`config.mk`:
```
export PLATFORM = sky130hd
export DESIGN_NAME = mbus_tx_sequencer
export DESIGN_NICKNAME = d
export VERILOG_FILES = /design/src/rtl/mbus_def_pkg.sv /design/src/rtl/mbus_tx_sequencer_word_buf.sv /design/src/rtl/mbus_tx_sequencer.sv
export SDC_FILE = /design/constraint.sdc
export NUM_CORES = 1
export LEC_CHECK = 0
export ABC_AREA = 1
export CORE_MARGIN = 1
export CORE_UTILIZATION = 51
export CTS_CLUSTER_SIZE = 20
export DETAILED_ROUTE_END_ITERATION = 7
export PLACE_DENSITY_LB_ADDON = 0.08
export SLEW_MARGIN = 20
export SYNTH_ARGS = -nofsm -noshare
export SYNTH_HDL_FRONTEND = slang
export SYNTH_SLANG_ARGS = --single-unit
```
`constraint.sdc`:
```
create_clock -name CLK_EXT -period 4.32 [get_ports CLK_EXT]
set_clock_uncertainty 0.15 [all_clocks]
set_input_delay 0.864 -clock CLK_EXT [delete_from_list [all_inputs] [get_ports CLK_EXT]]
set_output_delay 0.864 -clock CLK_EXT [all_outputs]
set_load 0.05 [all_outputs]
```
`src/rtl/mbus_def_pkg.sv`:
```
// Shared definitions for the MBus TX sequencer slice.
// State encoding and parameter defaults.
package mbus_def;

  typedef enum logic [2:0] {
    ST_IDLE,
    ST_FILL,
    ST_SEND,
    ST_REQ,
    ST_RELEASE,
    ST_RESP,
    ST_RESPACK,
    ST_DRAIN
  } state_e;

  localparam logic [15:0] ACK_TIMEOUT_DEF = 16'hFFFF;
  localparam int ADDR_WIDTH_DEF = 32;
  localparam int DATA_WIDTH_DEF = 32;
  localparam int DEPTH_DEF = 8;

endpackage

```
`src/rtl/mbus_tx_sequencer_word_buf.sv`:
```
// One-message word store: write port, combinational read port,
// fill and last-word tracking.
module mbus_tx_word_buf
  import mbus_def::*;
#(
  parameter int DATA_WIDTH = DATA_WIDTH_DEF,
  parameter int DEPTH      = DEPTH_DEF
) (
  input  logic                  clk_i,
  input  logic                  rst_i,
  input  logic                  wr_en_i,
  input  logic                  wr_first_i,
  input  logic [DATA_WIDTH-1:0] wr_data_i,
  input  logic                  rd_inc_i,
  output logic [DATA_WIDTH-1:0] rd_data_o,
  output logic                  full_o,
  output logic                  rd_last_o
);

  localparam int PW = $clog2(DEPTH);

  logic [DATA_WIDTH-1:0] mem_q [DEPTH];
  logic [PW-1:0]         wptr_q;
  logic [PW-1:0]         rptr_q;
  logic [PW-1:0]         lidx_q;
  logic [PW-1:0]         waddr;

  // A first word always lands at slot 0, whatever the old fill level.
  assign waddr     = wr_first_i ? '0 : wptr_q;
  assign full_o    = (waddr == PW'(DEPTH - 1));
  assign rd_data_o = mem_q[rptr_q];
  assign rd_last_o = (rptr_q == lidx_q);

  always_ff @(posedge clk_i) begin
    if (wr_en_i) begin
      mem_q[waddr] <= wr_data_i;
    end
  end

  always_ff @(posedge clk_i) begin
    if (rst_i) begin
      wptr_q <= '0;
      rptr_q <= '0;
      lidx_q <= '0;
    end else begin
      if (wr_en_i) begin
        lidx_q <= waddr;
        wptr_q <= full_o ? waddr : waddr + 1'b1;
      end
      if (wr_en_i && wr_first_i) begin
        rptr_q <= '0;
      end else if (rd_inc_i && !rd_last_o) begin
        rptr_q <= rptr_q + 1'b1;
      end
    end
  end

endmodule

```
`src/rtl/mbus_tx_sequencer.sv`:
```
// Buffers one outbound MBus message and replays it over the
// TX_REQ/TX_ACK handshake, then consumes the TX response.
module mbus_tx_sequencer
  import mbus_def::*;
#(
  parameter int          ADDR_WIDTH  = ADDR_WIDTH_DEF,
  parameter int          DATA_WIDTH  = DATA_WIDTH_DEF,
  parameter int          DEPTH       = DEPTH_DEF,
  parameter logic [15:0] ACK_TIMEOUT = ACK_TIMEOUT_DEF
) (
  input  logic                  CLK_EXT,
  input  logic                  RESET,
  input  logic [ADDR_WIDTH-1:0] IN_ADDR,
  input  logic                  IN_PRIORITY,
  input  logic [DATA_WIDTH-1:0] IN_DATA,
  input  logic                  IN_VALID,
  input  logic                  IN_LAST,
  output logic                  IN_READY,
  output logic [ADDR_WIDTH-1:0] TX_ADDR,
  output logic [DATA_WIDTH-1:0] TX_DATA,
  output logic                  TX_PEND,
  output logic                  TX_REQ,
  output logic                  TX_PRIORITY,
  input  logic                  TX_ACK,
  input  logic                  TX_SUCC,
  input  logic                  TX_FAIL,
  output logic                  TX_RESP_ACK,
  output logic                  BUSY,
  output logic                  DONE,
  output logic                  DONE_FAIL,
  output logic                  TRUNC
);

  localparam logic [15:0] TO_LAST = ACK_TIMEOUT - 16'd1;

  state_e                state_q;
  logic [ADDR_WIDTH-1:0] addr_q;
  logic [DATA_WIDTH-1:0] data_q;
  logic                  prio_q;
  logic                  pend_q;
  logic                  req_q;
  logic                  rack_q;
  logic                  done_q;
  logic                  dfail_q;
  logic                  trunc_q;
  logic                  fail_q;
  logic [15:0]           cnt_q;

  logic                  idle_fill;
  logic                  accept;
  logic                  timeout;
  logic                  rd_inc;
  logic [DATA_WIDTH-1:0] buf_data;
  logic                  buf_full;
  logic                  buf_last;

  assign idle_fill = (state_q == ST_IDLE) || (state_q == ST_FILL);
  assign IN_READY  = idle_fill && !RESET;
  assign BUSY      = !idle_fill;
  assign accept    = IN_VALID && IN_READY;
  assign timeout   = (cnt_q == TO_LAST);
  assign rd_inc    = (state_q == ST_RELEASE) && !TX_ACK;

  assign TX_ADDR     = addr_q;
  assign TX_DATA     = data_q;
  assign TX_PRIORITY = prio_q;
  assign TX_PEND     = pend_q;
  assign TX_REQ      = req_q;
  assign TX_RESP_ACK = rack_q;
  assign DONE        = done_q;
  assign DONE_FAIL   = dfail_q;
  assign TRUNC       = trunc_q;

  mbus_tx_word_buf #(
    .DATA_WIDTH (DATA_WIDTH),
    .DEPTH      (DEPTH)
  ) u_buf (
    .clk_i      (CLK_EXT),
    .rst_i      (RESET),
    .wr_en_i    (accept),
    .wr_first_i (state_q == ST_IDLE),
    .wr_data_i  (IN_DATA),
    .rd_inc_i   (rd_inc),
    .rd_data_o  (buf_data),
    .full_o     (buf_full),
    .rd_last_o  (buf_last)
  );

  always_ff @(posedge CLK_EXT) begin
    if (RESET) begin
      state_q <= ST_IDLE;
      addr_q  <= '0;
      data_q  <= '0;
      prio_q  <= 1'b0;
      pend_q  <= 1'b0;
      req_q   <= 1'b0;
      rack_q  <= 1'b0;
      done_q  <= 1'b0;
      dfail_q <= 1'b0;
      trunc_q <= 1'b0;
      fail_q  <= 1'b0;
      cnt_q   <= '0;
    end else begin
      done_q <= 1'b0;
      cnt_q  <= '0;
      unique case (state_q)
        ST_IDLE: begin
          if (accept) begin
            addr_q  <= IN_ADDR;
            prio_q  <= IN_PRIORITY;
            trunc_q <= 1'b0;
            state_q <= IN_LAST ? ST_SEND : ST_FILL;
          end
        end
        ST_FILL: begin
          if (accept && IN_LAST) begin
            state_q <= ST_SEND;
          end else if (accept && buf_full) begin
            trunc_q <= 1'b1;
            state_q <= ST_SEND;
          end
        end
        ST_SEND: begin
          data_q  <= buf_data;
          pend_q  <= !buf_last;
          req_q   <= 1'b1;
          state_q <= ST_REQ;
        end
        ST_REQ: begin
          if (TX_ACK) begin
            req_q   <= 1'b0;
            state_q <= ST_RELEASE;
          end else if (timeout) begin
            req_q   <= 1'b0;
            done_q  <= 1'b1;
            dfail_q <= 1'b1;
            state_q <= ST_IDLE;
          end else begin
            cnt_q <= cnt_q + 16'd1;
          end
        end
        ST_RELEASE: begin
          if (!TX_ACK) begin
            state_q <= buf_last ? ST_RESP : ST_SEND;
          end else if (timeout) begin
            // Abort now, but keep input stalled until the ack clears.
            done_q  <= 1'b1;
            dfail_q <= 1'b1;
            state_q <= ST_DRAIN;
          end else begin
            cnt_q <= cnt_q + 16'd1;
          end
        end
        ST_RESP: begin
          if (TX_SUCC || TX_FAIL) begin
            fail_q  <= TX_FAIL;
            rack_q  <= 1'b1;
            state_q <= ST_RESPACK;
          end else if (timeout) begin
            done_q  <= 1'b1;
            dfail_q <= 1'b1;
            state_q <= ST_IDLE;
          end else begin
            cnt_q <= cnt_q + 16'd1;
          end
        end
        ST_RESPACK: begin
          if (!TX_SUCC && !TX_FAIL) begin
            rack_q  <= 1'b0;
            done_q  <= 1'b1;
            dfail_q <= fail_q || trunc_q;
            state_q <= ST_IDLE;
          end
        end
        ST_DRAIN: begin
          if (!TX_ACK) begin
            state_q <= ST_IDLE;
          end
        end
        default: state_q <= ST_IDLE;
      endcase
    end
  end

endmodule

```
======== Word-level counts from Yosys, hierarchy flattened ========
Memory sizes are Yosys's and may differ from the RTL's. A register that Yosys moved wholly into a read port is not among the register bits.
Index checks and enable logic that the tools add are counted.
storage, ports and cells
  input bits .............................. 72
  flip-flop bits (word level) ............. 68
  RAM bits ................................ 256
  logic and storage cells ................. 114
  output and inout bits ................... 73
  memories kept ........................... 1
operators by class
  multiplexer cells ....................... 44
  add/sub/neg operators ................... 3
  equal/unequal tests ..................... 22
  reduce and logical (&&, ||, !) cells .... 30
memories
  memory       depth  width  read ports  clocked after Yosys merged registers in  write ports  line                              RTL
  u_buf.mem_q  8      32     1           1                                        1            mbus_tx_sequencer_word_buf.sv:22  logic [DATA_WIDTH-1:0] mem_q [DEPTH];
operators with widths
  operator                                                          count
  16-bit two-way mux                                                4
  16-bit one-hot mux with 3 select lines                            1
  3-bit two-way mux                                                 13
  3-bit one-hot mux with 8 select lines                             1
  1-bit two-way mux                                                 19
  16-bit by 1-bit adder with 16-bit output (second input constant)  1
  16-bit == test (second input constant)                            1
  2-bit != test (second input constant)                             8
  3-bit == test (second input constant)                             5
  5-bit AND reduction                                               2
  1-bit logical AND                                                 8
  1-bit one-hot mux with 4 select lines                             2
  3-bit by 1-bit adder with 3-bit output (second input constant)    2
  3-bit by 2-bit == test with 1-bit output (second input constant)  2
  1-bit logical NOT                                                 6
  3-bit != test (second input constant)                             2
  1-bit one-hot mux with 2 select lines                             3
  2-bit AND reduction                                               3
  2-bit nonzero test                                                3
  4-bit AND reduction                                               1
  4-bit nonzero test                                                1
  3-bit by 1-bit == test with 1-bit output (second input constant)  1
  3-bit == test                                                     1
  3-bit logical NOT                                                 1
  6 further kinds                                                   8

======== Depth between registers and ports, before layout ========
  word-level depth ........................ 8
  depth in mapped cells ................... 13
  depth with buffers taken out ............ 12

======== Hierarchy ========
Synthesis repeated with hierarchy kept, for this count alone.
second synthesis, totals
  cell total of the unflattened synthesis .. 1386
  area, all modules ....................... 14436.3 um^2
by module, submodules not included
  module             cells each  sequential area each (um^2)  instances  area each (um^2)
  mbus_tx_word_buf   871         7927.6                       1          10593.9
  mbus_tx_sequencer  515         1821.7                       1          3842.4

======== Worst setup path after synthesis ========
No wires, ideal clock.
  path type ............................... in2reg
  start ................................... input RESET
  end ..................................... memory u_buf.mem_q[2][0] (netlist name), enable pin
  path buffers ............................ 1
  required time ........................... 3.709 ns
  library setup time ...................... 0.461 ns
  slack ................................... 0.126 ns
  cell stages on the path ................. 4
  arrival time ............................ 3.583 ns
  cell sequence ........................... clkbuf_1 > inv_1 > nand3_4 > nor3_1
on the way
  word-level cells in the longest chain between the ends .. 5
RTL lines
  what                                     line                              RTL
  start, declared                          mbus_tx_sequencer.sv:12           input logic RESET,
  1-bit logical NOT                        mbus_tx_sequencer.sv:58           assign IN_READY = idle_fill && !RESET;
  1-bit logical AND                        mbus_tx_sequencer.sv:58
  1-bit logical AND                        mbus_tx_sequencer.sv:60           assign accept = IN_VALID && IN_READY;
  1-bit two-way mux                        mbus_tx_sequencer_word_buf.sv:35  if (wr_en_i) begin
  1-bit two-way mux (not written as such)  mbus_tx_sequencer_word_buf.sv:36  mem_q[waddr] <= wr_data_i;
  end, declared                            mbus_tx_sequencer_word_buf.sv:22
No other way between the ends.

======== Final worst setup path ========
  start ................................... register state_q[2]
  end ..................................... output BUSY
on the way
  word-level cells in the longest chain between the ends .. 3
  elaborated cells on any way between the ends .. 4
  those cells by class .................... eq/ne: 1; reduce/logical: 3
RTL lines
  what                                                                           line                      RTL
  start, declared                                                                mbus_tx_sequencer.sv:36   state_e state_q;
  start signal, assigned                                                         mbus_tx_sequencer.sv:112  state_q <= IN_LAST ? ST_SEND : ST_FILL;
  start signal, assigned                                                         mbus_tx_sequencer.sv:144  state_q <= buf_last ? ST_RESP : ST_SEND;
  3-bit by 1-bit == test with 1-bit output or 3-bit logical NOT (tied branches)  mbus_tx_sequencer.sv:57   assign idle_fill = (state_q == ST_IDLE) || (state_q == ST_FILL);
  1-bit logical OR *                                                             mbus_tx_sequencer.sv:57
  1-bit logical NOT *                                                            mbus_tx_sequencer.sv:59   assign BUSY = !idle_fill;
  end, declared                                                                  mbus_tx_sequencer.sv:28   output logic BUSY,
Every way passes the cells marked *; elsewhere a longest branch is shown, timed or not.

==> results.py <==
metrics = {
    "run_status": {
        "status": "finished clean",
    },
    "cells_and_area": {
        "nets": 1411,
        "layout_common_cells": "256 x edfxtp_1, 187 x o21ai_0, 179 x nor2_1",
        "mostFrequentLayoutCell": "edfxtp_1",
        "n_antenna_cell": 0,
        "drive_above_1_share_pct": 7.62,
        "areaGrowthSynthToFinish_pct": 21.6,
    },
    "global_routing": {
        "grt_usage_pct": 22.4,
        "grt_overflow": 0,
        "antenna_found_initial": 1,
        "grt_pass1_wl_um": 48900,
        "grt_max_degree": 94,
        "grt_pass1_vias": 9027,
    },
    "routing": {
        "post_drt_wl_per_cell_um": 18.2,
        "firstDrtPassIters": 5,
        "viasPerCell": 5.56,
        "drtIter0Drc": 795,
        "vias": 9443,
        "drc": 0,
        "wirelength_um": 31000,
        "antenna_left": 0,
    },
    "timing": {
        "hold_viol_final": 0,
        "fin_ws_ns": 0.929,
        "tns_ns": 0,
        "max_freq_ghz": 0.295,
        "maxSlewViolCount": 0,
        "min_period_ns": 3.39,
        "setup_violations": 0,
        "relSlewSlack_pct": 38.3,
        "tightest_slew_ns": 0.925,
        "rsz0062_at_grt": "false",
        "fin_crit_sh_pct": 78.5,
    },
    "worst_setup_path": {
        "rr_worst_depth": 8,
        "cp-end-kind": "output port",
        "crit_required_ns": 3.31,
        "cp.arrival_ns": 2.38,
        "cp_max_fo": 9,
        "worst-setup-path-type": "reg -> out",
        "reg2reg_slack_ns": 1.30,
        "reg2reg_to": "u_buf.mem_q[5][0]",
        "cp-start-kind": "flop",
        "r2r_start": "state_q[0]",
    },
    "cts": {
        "clock_path_buffers": 3,
        "htreeDepth": 2,
        "cts_buffers": 37,
        "clock_sinks": 356,
        "postCtsSetupRepairBufs": 0,
        "cts_hold_buffers": 0,
        "path_clk_slew_ns": 0.06,
        "ctsResizeCount": 0,
        "cts_tree": "yes",
        "cts_root_buf": "clkbuf_16",
        "clock_latency_ns": 0.53,
    },
    "synthesis": {
        "synth-seq-cells": 356,
        "synthTopCellsByArea": "edfxtp_1 56%, dfxtp_1 14%, o21ai_0 6.8%, nor2_1 5.0%, nand2_1 2.8%",
        "synth_top_area_share_pct": 55.5,
        "ys_seq_area_share_pct": 70.0,
        "syn_inst": 1209,
        "netlist_area_sq_um": 13800,
        "synth_fp_nets": 1285,
        "synth_cell_types": 41,
        "yosys_warnings": 0,
        "synth_top_area_cell": "edfxtp_1",
        "synth.avg_cell_area_sq_um": 11.5,
    },
    "floorplan": {
        "die_w_um": 167,
        "die-area_sq_um": 27800,
        "initial_core_util_pct": 52.5,
        "core_sq_um": 26400,
        "die_h_um": 167,
        "ios": 145,
        "placementRows": 59,
    },
    "power": {
        "vdd_drop_max_mv": 0.392,
        "switching_share_pct": 30.8,
        "clkPwrFrac_pct": 34.2,
        "p_sw_uw": 2900,
        "p_int_uw": 6520,
        "power_leakage_uw": 0.00561,
        "seqPwrFrac_pct": 43.6,
        "powerDensity_nw_per_um2": 559,
        "combPwrFrac_pct": 22.2,
    },
    "place": {
        "dp_slack_ns": 0.658,
        "portBuffers": 144,
        "gp_congestion": 0.863,
        "hpwl_um": 17100,
    },
    "min_path": {
        "worstHoldEndpoint": "TX_ADDR[29]",
        "worstHoldStart": "TX_ADDR[29]",
        "hp-class": "reg -> reg",
        "holdPathStages": 2,
    },
    "run": {
        "drv_cap": 0,
    },
}
state kept, by name (all words and copies together) (netlist names):
name / cells
u_buf.rptr_q: 3
u_buf.mem_q: 256
u_buf.wptr_q: 3
TRUNC: 1
DONE: 1
TX_PEND: 1
TX_REQ: 1
cnt_q: 16
u_buf.lidx_q: 3
DONE_FAIL: 1
TX_PRIORITY: 1
TX_ADDR: 32
TX_DATA: 32
TX_RESP_ACK: 1
state_q: 3
fail_q: 1
Yosys cell counts:
master,instances
nor2_2,5
nor3_2,1
nor4_1,1
a211oi_1,1
ha_1,4
inv_1,36
nand3_1,45
nand2_4,1
buf_1,1
nand2_2,3
inv_2,3
nand2_1,105
o22ai_1,34
nand3b_1,2
nand4_1,4
inv_4,1
clkbuf_1,48
or2_2,1
a211oi_2,1
o21bai_1,1
nand4_4,1
nor2_1,183
a41oi_1,1
nor3_1,13
o211ai_1,2
a31oi_1,2
o21ai_0,187
dfxtp_1,100
edfxtp_1,256
xnor2_1,2
xor2_1,7
buf_2,17
a21oi_1,78
nand3_4,1
nand3_2,2
clkinv_1,1
nor3b_1,2
o21ai_1,14
buf_6,2
buf_4,8
o221ai_1,32
metrics by stage:
| stage | utilization (%) | hold slack, ns | total power [uW] | instance area, sq um | instances |
|---|---|---|---|---|---|
| CTS | 63.9 | 0.311 | 9500 | 16800 | 1698 |
| finish | 63.9 | 0.310 | 9420 | 16800 | 1699 |
| global route | 63.9 | 0.325 | 9810 | 16800 | 1699 |
| detailed placement | 59.2 | 0.302 | 6260 | 15600 | 1630 |
| global placement | 59.2 | 0.296 | 6240 | 15600 | 1630 |
| floorplan | - | 0.280 | 5560 | 13800 | 1209 |
power groups by stage:
| stage | logic, uW | clock network (uW) | registers, uW |
|---|---|---|---|
| after floorplan | 806 | 0 | 4760 |
| after global placement | 2080 | 0 | 4160 |
| after detailed placement | 2090 | 0 | 4170 |
| after CTS | 2100 | 3300 | 4100 |
| after global routing | 2240 | 3430 | 4140 |
| final | 2090 | 3220 | 4110 |
critical path: stages, from the launching register on:
cell and delay, ns:
dfxtp_1 0.54, inv_2 0.14, nand2_2 0.17, nand2_2 0.11, inv_1 0.09, clkdlybuf4s50_1 0.80
cell families after synthesis:
group,after synthesis,share of synthesized area [%]
DFF,356,70.0
AOI/OAI and AO/OA,353,14.1
buffers and inverters,117,3.67
adders and majority gates,4,0.361
and+or+nand+nor,370,11.3
xor gates and xnor gates,9,0.569
routing by layer:
metal	GRT usage, %	up-vias	part of all wire (%)
li1	-	4620	-
met1	31.3	4542	46
met2	36.7	242	47
met3	3.64	37	5.0
met4	5.64	2	1.5
met5	0	-	0.042
layout make-up:
type | count | area [sq um]
Clock buffer | 48 | 988
Multi-Input combinational cell | 736 | 3710
Inverter | 41 | 158
Clock inverter | 20 | 250
Timing Repair Buffer | 163 | 1620
Tap cell | 335 | 419
Sequential cell | 356 | 9700
Fill cell | 2048 | 9510
worst max-delay path by stage:
stage                     from                 end
detailed placement       RESET  u_buf.mem_q[5][29]
CTS                 state_q[2]                BUSY
global route        state_q[2]                BUSY
floorplan                RESET   u_buf.mem_q[2][0]
global placement         RESET  u_buf.mem_q[5][27]
finish              state_q[2]                BUSY
No activity file was read; power rests on OpenSTA's default activity.
